## src/rtl/pipelined_comparator.sv

```systemverilog
// pipelined_comparator: two-stage comparator for branch conditions and,
// optionally, min/max selection.
// Optional feature macro: PIPELINED_COMPARATOR_MINMAX_EN enables the min/max
// datapath and the stage-1 operand registers it needs. Without it, in_minmax
// requests are flagged illegal and out_data stays 0.
//
// Handshake: a transfer happens on a rising edge where valid & ready are both
// high. Once out_valid is high, out_* hold until out_ready takes them.
// Stage 1 captures per-segment lt/eq vectors; stage 2 is the output register.
module pipelined_comparator #(
  parameter int WIDTH     = 32,
  parameter int SEGMENTS  = 4,
  parameter int TAG_WIDTH = 5
) (
  input  logic                 clk,
  input  logic                 rst,
  input  logic                 flush,
  input  logic                 in_valid,
  output logic                 in_ready,
  input  logic [WIDTH-1:0]     in_data1,
  input  logic [WIDTH-1:0]     in_data2,
  input  logic [2:0]           in_func3,
  input  logic                 in_minmax,
  input  logic [TAG_WIDTH-1:0] in_tag,
  output logic                 out_valid,
  input  logic                 out_ready,
  output logic                 out_result,
  output logic [WIDTH-1:0]     out_data,
  output logic [TAG_WIDTH-1:0] out_tag,
  output logic                 out_illegal
);

  // Bits below the MSB are split into equal segments; the top one is zero-padded.
  localparam int LOW_W = WIDTH - 1;
  localparam int SEG_W = (LOW_W + SEGMENTS - 1) / SEGMENTS;
  localparam int PAD_W = SEG_W * SEGMENTS;

  logic [PAD_W-1:0]    a_low;
  logic [PAD_W-1:0]    b_low;
  logic [SEGMENTS-1:0] seg_lt;
  logic [SEGMENTS-1:0] seg_eq;

  // Stage 1 state
  logic                 s1_valid;
  logic [SEGMENTS-1:0]  s1_lt;
  logic [SEGMENTS-1:0]  s1_eq;
  logic                 s1_a_msb;
  logic                 s1_b_msb;
  logic [2:0]           s1_func3;
  logic                 s1_minmax;
  logic [TAG_WIDTH-1:0] s1_tag;
`ifdef PIPELINED_COMPARATOR_MINMAX_EN
  logic [WIDTH-1:0]     s1_a;
  logic [WIDTH-1:0]     s1_b;
  logic [WIDTH-1:0]     s2_data;
  logic [WIDTH-1:0]     nxt_data;
`endif

  // Flow control
  logic s2_ready;
  logic s1_ready;

  // Stage 2 combine
  logic low_lt;
  logic low_found;
  logic low_eq;
  logic msb_eq;
  logic lt_s;
  logic lt_u;
  logic eq_all;
  logic nxt_result;
  logic nxt_illegal;

  assign a_low = PAD_W'(in_data1[WIDTH-2:0]);
  assign b_low = PAD_W'(in_data2[WIDTH-2:0]);

  // Per-segment unsigned sub-comparators on the low bits.
  always_comb begin
    seg_lt = '0;
    seg_eq = '0;
    for (int i = 0; i < SEGMENTS; i++) begin
      seg_lt[i] = a_low[i*SEG_W +: SEG_W] < b_low[i*SEG_W +: SEG_W];
      seg_eq[i] = a_low[i*SEG_W +: SEG_W] == b_low[i*SEG_W +: SEG_W];
    end
  end

  // A stage moves forward when the stage after it is empty or emptying.
  assign s2_ready = !out_valid || out_ready;
  assign s1_ready = !s1_valid || s2_ready;
  assign in_ready = !rst && !flush && s1_ready;

  // Stage 1 valid bit: reset and flush drop whatever is held.
  always_ff @(posedge clk) begin
    if (rst) begin
      s1_valid <= 1'b0;
    end else if (flush) begin
      s1_valid <= 1'b0;
    end else if (s1_ready) begin
      s1_valid <= in_valid;
    end
  end

  // Stage 1 payload, captured only on an accepted transfer.
  always_ff @(posedge clk) begin
    if (in_valid && in_ready) begin
      s1_lt     <= seg_lt;
      s1_eq     <= seg_eq;
      s1_a_msb  <= in_data1[WIDTH-1];
      s1_b_msb  <= in_data2[WIDTH-1];
      s1_func3  <= in_func3;
      s1_minmax <= in_minmax;
      s1_tag    <= in_tag;
`ifdef PIPELINED_COMPARATOR_MINMAX_EN
      s1_a      <= in_data1;
      s1_b      <= in_data2;
`endif
    end
  end

  // Low-bit lt comes from the most significant segment that differs.
  always_comb begin
    low_lt    = 1'b0;
    low_found = 1'b0;
    for (int i = SEGMENTS - 1; i >= 0; i--) begin
      if (!low_found && !s1_eq[i]) begin
        low_lt    = s1_lt[i];
        low_found = 1'b1;
      end
    end
  end

  assign low_eq = &s1_eq;
  assign msb_eq = (s1_a_msb == s1_b_msb);
  assign lt_s   = (s1_a_msb && !s1_b_msb) || (msb_eq && low_lt);
  assign lt_u   = (!s1_a_msb && s1_b_msb) || (msb_eq && low_lt);
  assign eq_all = msb_eq && low_eq;

  // Condition / min-max decode feeding the output register.
  always_comb begin
    nxt_result  = 1'b0;
    nxt_illegal = 1'b0;
`ifdef PIPELINED_COMPARATOR_MINMAX_EN
    nxt_data    = '0;
`endif
    if (!s1_minmax) begin
      case (s1_func3)
        3'b000:  nxt_result = eq_all;
        3'b001:  nxt_result = !eq_all;
        3'b100:  nxt_result = lt_s;
        3'b101:  nxt_result = !lt_s;
        3'b110:  nxt_result = lt_u;
        3'b111:  nxt_result = !lt_u;
        default: nxt_illegal = 1'b1;
      endcase
    end else begin
`ifdef PIPELINED_COMPARATOR_MINMAX_EN
      // Ties select operand 1.
      case (s1_func3)
        3'b100:  nxt_data = (lt_s || eq_all) ? s1_a : s1_b;
        3'b101:  nxt_data = (lt_u || eq_all) ? s1_a : s1_b;
        3'b110:  nxt_data = lt_s ? s1_b : s1_a;
        3'b111:  nxt_data = lt_u ? s1_b : s1_a;
        default: nxt_illegal = 1'b1;
      endcase
`else
      nxt_illegal = 1'b1;
`endif
    end
  end

  // Stage 2 output register: holds while stalled, cleared by reset.
  always_ff @(posedge clk) begin
    if (rst) begin
      out_valid   <= 1'b0;
      out_result  <= 1'b0;
      out_tag     <= '0;
      out_illegal <= 1'b0;
`ifdef PIPELINED_COMPARATOR_MINMAX_EN
      s2_data     <= '0;
`endif
    end else if (flush) begin
      out_valid <= 1'b0;
    end else if (s2_ready) begin
      out_valid <= s1_valid;
      if (s1_valid) begin
        out_result  <= nxt_result;
        out_tag     <= s1_tag;
        out_illegal <= nxt_illegal;
`ifdef PIPELINED_COMPARATOR_MINMAX_EN
        s2_data     <= nxt_data;
`endif
      end
    end
  end

`ifdef PIPELINED_COMPARATOR_MINMAX_EN
  assign out_data = s2_data;
`else
  assign out_data = '0;
`endif

endmodule

```

## config.mk

```make
export PLATFORM = sky130hd
export DESIGN_NAME = pipelined_comparator
export DESIGN_NICKNAME = d
export VERILOG_FILES = /design/src/rtl/pipelined_comparator.sv
export SDC_FILE = /design/constraint.sdc
export NUM_CORES = 1
export LEC_CHECK = 0
export ABC_AREA = 1
export CAP_MARGIN = 30
export CORE_ASPECT_RATIO = 0.5
export CORE_MARGIN = 8
export CORE_UTILIZATION = 39
export DETAILED_ROUTE_END_ITERATION = 8
export GPL_TIMING_DRIVEN = 0
export PLACE_DENSITY = 0.9
export SYNTH_ARGS = -nofsm -noshare
export SYNTH_HDL_FRONTEND = slang
export SYNTH_SLANG_ARGS = --single-unit
```

## constraint.sdc

```tcl
create_clock -name clk -period 2.85 [get_ports clk]
set_input_delay 0.57 -clock clk [delete_from_list [all_inputs] [get_ports clk]]
set_output_delay 0.57 -clock clk [all_outputs]
set_load 0.005 [all_outputs]
```

Word-level counts from Yosys, hierarchy flattened
Cells that the tools add are included.

operators by class
  order comparisons = 4
  eq/ne operators = 10
  mux-type cells = 11
  bitwise operators = 1
  reductions and logical operators = 33

operators by type and width
  operator            count
  $eq 8x8->1          3
  $lt 8x8->1          3
  $logic_not 1->1     14
  $eq 3x3->1 const B  4
  $logic_and 1x1->1   10
  $mux 1              10
  $eq 7x7->1          1
  $lt 7x7->1          1
  $pmux 1 s6          1
  $reduce_or 6->1     1
  $logic_or 1x1->1    4
  $reduce_and 4->1    1
  $eq 3x1->1 const B  1
  $logic_not 3->1     1
  $reduce_and 3->1    1
  $reduce_or 2->1     1
  $eq 1x1->1          1
  $not 1->1           1

word-level totals
  bits in registers = 28
  input port bits = 78
  output and inout port bits = 41
  word-level logic and storage cells = 71

Logic depth before layout (Yosys ltp)
  depth in word-level cells = 14
  mapped depth = 12
  mapped depth without buffers = 12

Least setup slack after synthesis
OpenSTA, ideal clock, no wires.

  path type = input to register
  start point = input rst
  end point = register s1_a_msb, enable pin
  library setup time = 0.395 ns
  arrival time = 1.759 ns
  data required time = 2.455 ns
  slack = 0.696 ns
  stages = 4
  path buffers = 1
  path through = clkbuf_1 nor2_1 nand2_1 nor2_1

between the ends
  cells in the longest elaborated chain, start to end = 4

ends and longest elaborated chain
  what                             line  RTL
  start, declared                  16    input logic rst,
  $logic_not 1->1                  90    assign in_ready = !rst && !flush && s1_ready;
  $logic_and 1x1->1 (2 in series)  90
  $logic_and 1x1->1                105   if (in_valid && in_ready) begin
  end signal, assigned             108   s1_a_msb <= in_data1[WIDTH-1];
  end, declared                    47    logic s1_a_msb;

No other way between the ends.
A chain may end at the register's enable or synchronous reset.

Worst setup path in the final report
  start point = input out_ready
  end point = output in_ready

between the ends
  cells in the longest elaborated chain, start to end = 3

ends and longest elaborated chain
  what               line  RTL
  start, declared    26    input logic out_ready,
  $logic_or 1x1->1   88    assign s2_ready = !out_valid || out_ready;
  $logic_or 1x1->1   89    assign s1_ready = !s1_valid || s2_ready;
  $logic_and 1x1->1  90
  end, declared      19    output logic in_ready,

No other way between the ends.

==> flow_results.org <==
** Synthesis
- The synthesized netlist occupies a cell area of 0.002131 sq mm.
- Count of flip-flops with a built-in enable after synthesis :: 19
- Top-count cell post-synth :: inv_1
- After synthesis, flip-flops and latches occupy 35.23% of the total area.
- Each instance of the synthesized netlist takes up on average 8.489 sq um.
- Synth area leaders :: edfxtp_1, ha_1, buf_4
- The Yosys step of the flow raised 0 warnings.
- The largest total area in the synthesized netlist belongs to edfxtp_1.
- The commonest cells after synthesis are inv_1, ha_1, nand2_1.
- Flip-flop cell with the highest count after synthesis :: edfxtp_1
- Synthesized flop and latch total :: 28
- After synthesis, the netlist uses 24 different library cells.
- The cell count after synthesis came out at 251.
- Share of synthesized registers carrying an async set or reset :: 0%
- Top-area cell type share of the netlist area :: 26.78%

** STA
- Transition time of the tightest slew-check pin :: 0.9512 ns
- After routing, the total negative slack on setup checks comes to 0 ns.
- Measured against its own limit, the worst slew margin works out to 36.52%.
- Max-slew violation count :: 0
- Final critical-path required period :: 2.618 ns
- Setup repair after global routing left no endpoint under its margin.
- Post-route fraction of the period consumed by the critical path :: 91.86%
- Final hold analysis gives a worst-case slack of 0.4660 ns.
- Clock skew on the completed layout was measured at 0.004725 ns.
- Based on the critical path, the design can be clocked at up to 382.0 MHz.
- Final setup violation count :: 0
- The number of hold-slack violations in the final timing report was 0.

** Pwr
- Peak supply drop :: 0.2088 mV
- Overall power consumption after layout is estimated at 1011 uW.
- Pwr per Cell Area :: 310.4 mW/mm^2
- The analysis attributes to cell leakage a power of 0.001568 uW.

** Worst setup path
- Worst reg2reg path endpoint :: s1_eq[2]$_DFFE_PP_
- In this design, the stage delay of the slowest critical-path cell is 0.44 ns.
- Data arrives at the worst endpoint at 2.05 ns.
- The critical path goes through clkdlybuf4s50_1 > nor2_1 > inv_1 > nor2_1 > inv_1 > nand2_1 > inv_1 > clkdlybuf4s50_1.
- Worst Setup Start Kind :: input pin
- The critical path is of the in2out type.
- The worst register-to-register path begins at out_valid$_SDFFE_PP0P_.
- Among the stages of the critical path, the cell type that occurs most often is inv_1.
- Broken down by cell family, the worst path's largest delay share belongs to buffers and inverters.
- STA classifies the critical path endpoint as an output pin.
- For this design, the slowest cell found on the critical path is clkdlybuf4s50_1.
- Length in cells of the worst reg-to-reg path :: 7
- Peak fanout along the critical path :: 2
- Data required time at the worst endpoint :: 2.28 ns
- Worst Path Buf+Inv :: 5
- In this run the register-to-register setup slack is 1.04 ns.

** Floorplan
- FP Rows :: 19
- For this configuration, the core starts out at a cell density of 39.66%.
- The die is 68.27 um tall.
- Placeable core area :: 0.005373 sq mm
- In this run the count of I/O pins placed on the die edge is 119.
- The die is 120.5 um wide.
- Area enclosed by the die boundary :: 0.008228 sq mm

** Route
- Dividing the detail-routed via count by the number of cells gives 4.189.
- Count of antenna-violating nets left after detailed routing :: 0
- Detailed-route DRC error count :: 0
- Final wirelength :: 5.177 mm
- For this run, the detailed router's first-pass iteration total came to 4.
- The detailed router placed 1860 vias in this run.
- Initial DRC count :: 84
- Post-detailed-route wirelength per cell :: 11.66 um

** CTS
- TritonCTS clock tree :: built
- Setup repair bufs after CTS :: 0
- Clock Latency Late Sink :: 0.28 ns
- Clk Tree Root Cell :: clkbuf_8
- The number of clock buffers added by TritonCTS is 3.
- CTS sink count :: 28
- CTS built an H-tree with a depth of 1.
- Number of gates resized after CTS :: 0
- Clock-pin slew on the worst setup and hold paths :: 0.10 ns
- Longest Clk Path Bufs :: 2
- Post-CTS Hold Fix Bufs :: 0

** Worst hold path
- Hold wc startpoint :: out_tag[0]$_SDFFE_PP0P_
- The worst hold path was traced through 2 stages.
- End point of the most critical hold path :: out_tag[0]$_SDFFE_PP0P_
- Worst min-delay path class :: reg2reg

** Global route
- Initial antenna violation count :: 0
- Entering global routing, the biggest net connects 20 pins.
- After global routing the overflow that remains totals 0.
- Global routing used 12.14% of the available tracks.
- Global-route wire length before repair :: 8.059 mm
- The number of global-route vias before repair came to 1851.

** Layout
- The area growth from synthesis to layout is 52.91%.
- The number of antenna diodes in the final layout is 0.
- Share of final-layout standard cells stronger than drive strength 1 :: 11.86%
- For this run, the post-layout net count is 483.
- Number of inserted filler cells in the final layout :: 439
- After routing the design area is 0.003258 sq mm.

** Status
- Outcome :: finished clean

** Placement
- Routability-driven placement finished with a final weighted congestion of 0.7641.
- I/O Buffers :: 85
- Summing all placed instances gives a cell area of 0.003192 sq mm.
- HPWL reported at the end of detailed placement :: 4.600 mm

** Flow run
- Across the run, the number of max-cap violations was 0.
==> layout make-up <==
| type | count | area [sq um] | share of cell area [%] |
|---|---|---|---|
| buffer | 33 | 244.0 | 7.488 |
| clock buffer | 4 | 66.31 | 2.035 |
| inverter | 53 | 201.4 | 6.183 |
| multi-input combinational | 168 | 1054 | 32.33 |
| sequential | 28 | 750.7 | 23.04 |
| tap | 73 | 91.34 | 2.803 |
| timing repair buffer | 85 | 850.8 | 26.11 |
==> report_power, final <==
part,internal (uW),leakage (uW),switching [uW]
Combinational,173,0.00129,105
Clock,153,0.0000339,126
Sequential,447,0.000242,6.42
==> cell usage in the layout, fill, tap and decap left out, drive strengths merged, types with 7 or more instances in the layout <==
cell	Yosys	routed
a21oi	21	21
buf	32	32
clkdlybuf4s50	0	85
conb	1	32
dfxtp	9	9
edfxtp	19	19
ha	33	33
inv	52	52
nand2	34	34
nand3	7	7
nand4	7	7
nor2	17	17
==> through the flow <==
step	instances	util, %	setup slack [ns]
floorplan	282	-	0.6963
global route	444	60.64	0.1144
detailed placement	440	59.41	0.2302
CTS	444	60.64	0.2235
finish	444	60.64	0.2321
global placement	440	59.36	0.001610
==> flip-flops by register name (all words and copies together) (netlist names) <==
signal / cells
out_illegal: 1
out_result: 1
out_tag: 5
out_valid: 1
s1_a_msb: 1
s1_b_msb: 1
s1_eq: 4
s1_func3: 3
s1_lt: 4
s1_minmax: 1
s1_tag: 5
s1_valid: 1
==> how the worst max path moves through the flow <==
stage	from	to	slack (ns)	depth (start not counted)
2_1_floorplan	rst	s1_a_msb$_DFFE_PP_	0.70	4
3_3_place_gp	out_ready	s1_lt[2]$_DFFE_PP_	0.002	7
3_5_place_dp	out_ready	in_ready	0.23	8
4_1_cts	out_ready	in_ready	0.22	8
5_1_grt	out_ready	in_ready	0.11	8
6_report	out_ready	in_ready	0.23	8
==> per-layer routing <==
layer / wire, um / vias up / share of wire (%) / track usage, %
met5: 0 / - / 0 / 0
met4: 72 / 0 / 1.4 / 3.390
met3: 261 / 6 / 5.0 / 3.128
met2: 2928 / 43 / 57 / 25.43
met1: 1913 / 813 / 37 / 11.86
li1: - / 998 / - / -
==> kinds of logic after synthesis <==
logic type               count (synthesis)  share of synthesized area, %
AO/OA/AOI/OAI                           31                         9.219
adder cells (fa/ha/maj)                 33                         19.38
buffers and inverters                   86                         20.90
flip-flops                              28                         35.23
other                                    1                        0.1760
AND/OR/NAND/NOR                         72                         15.09
==> worst min-delay path: cells and delay by family, from the launching register on <==
kind               cells  cell delay, ns
AOI/OAI and AO/OA      1            0.05
and+or+nand+nor        1            0.06
DFF                    1            0.32
No activity file was read; power rests on OpenSTA's default activity.
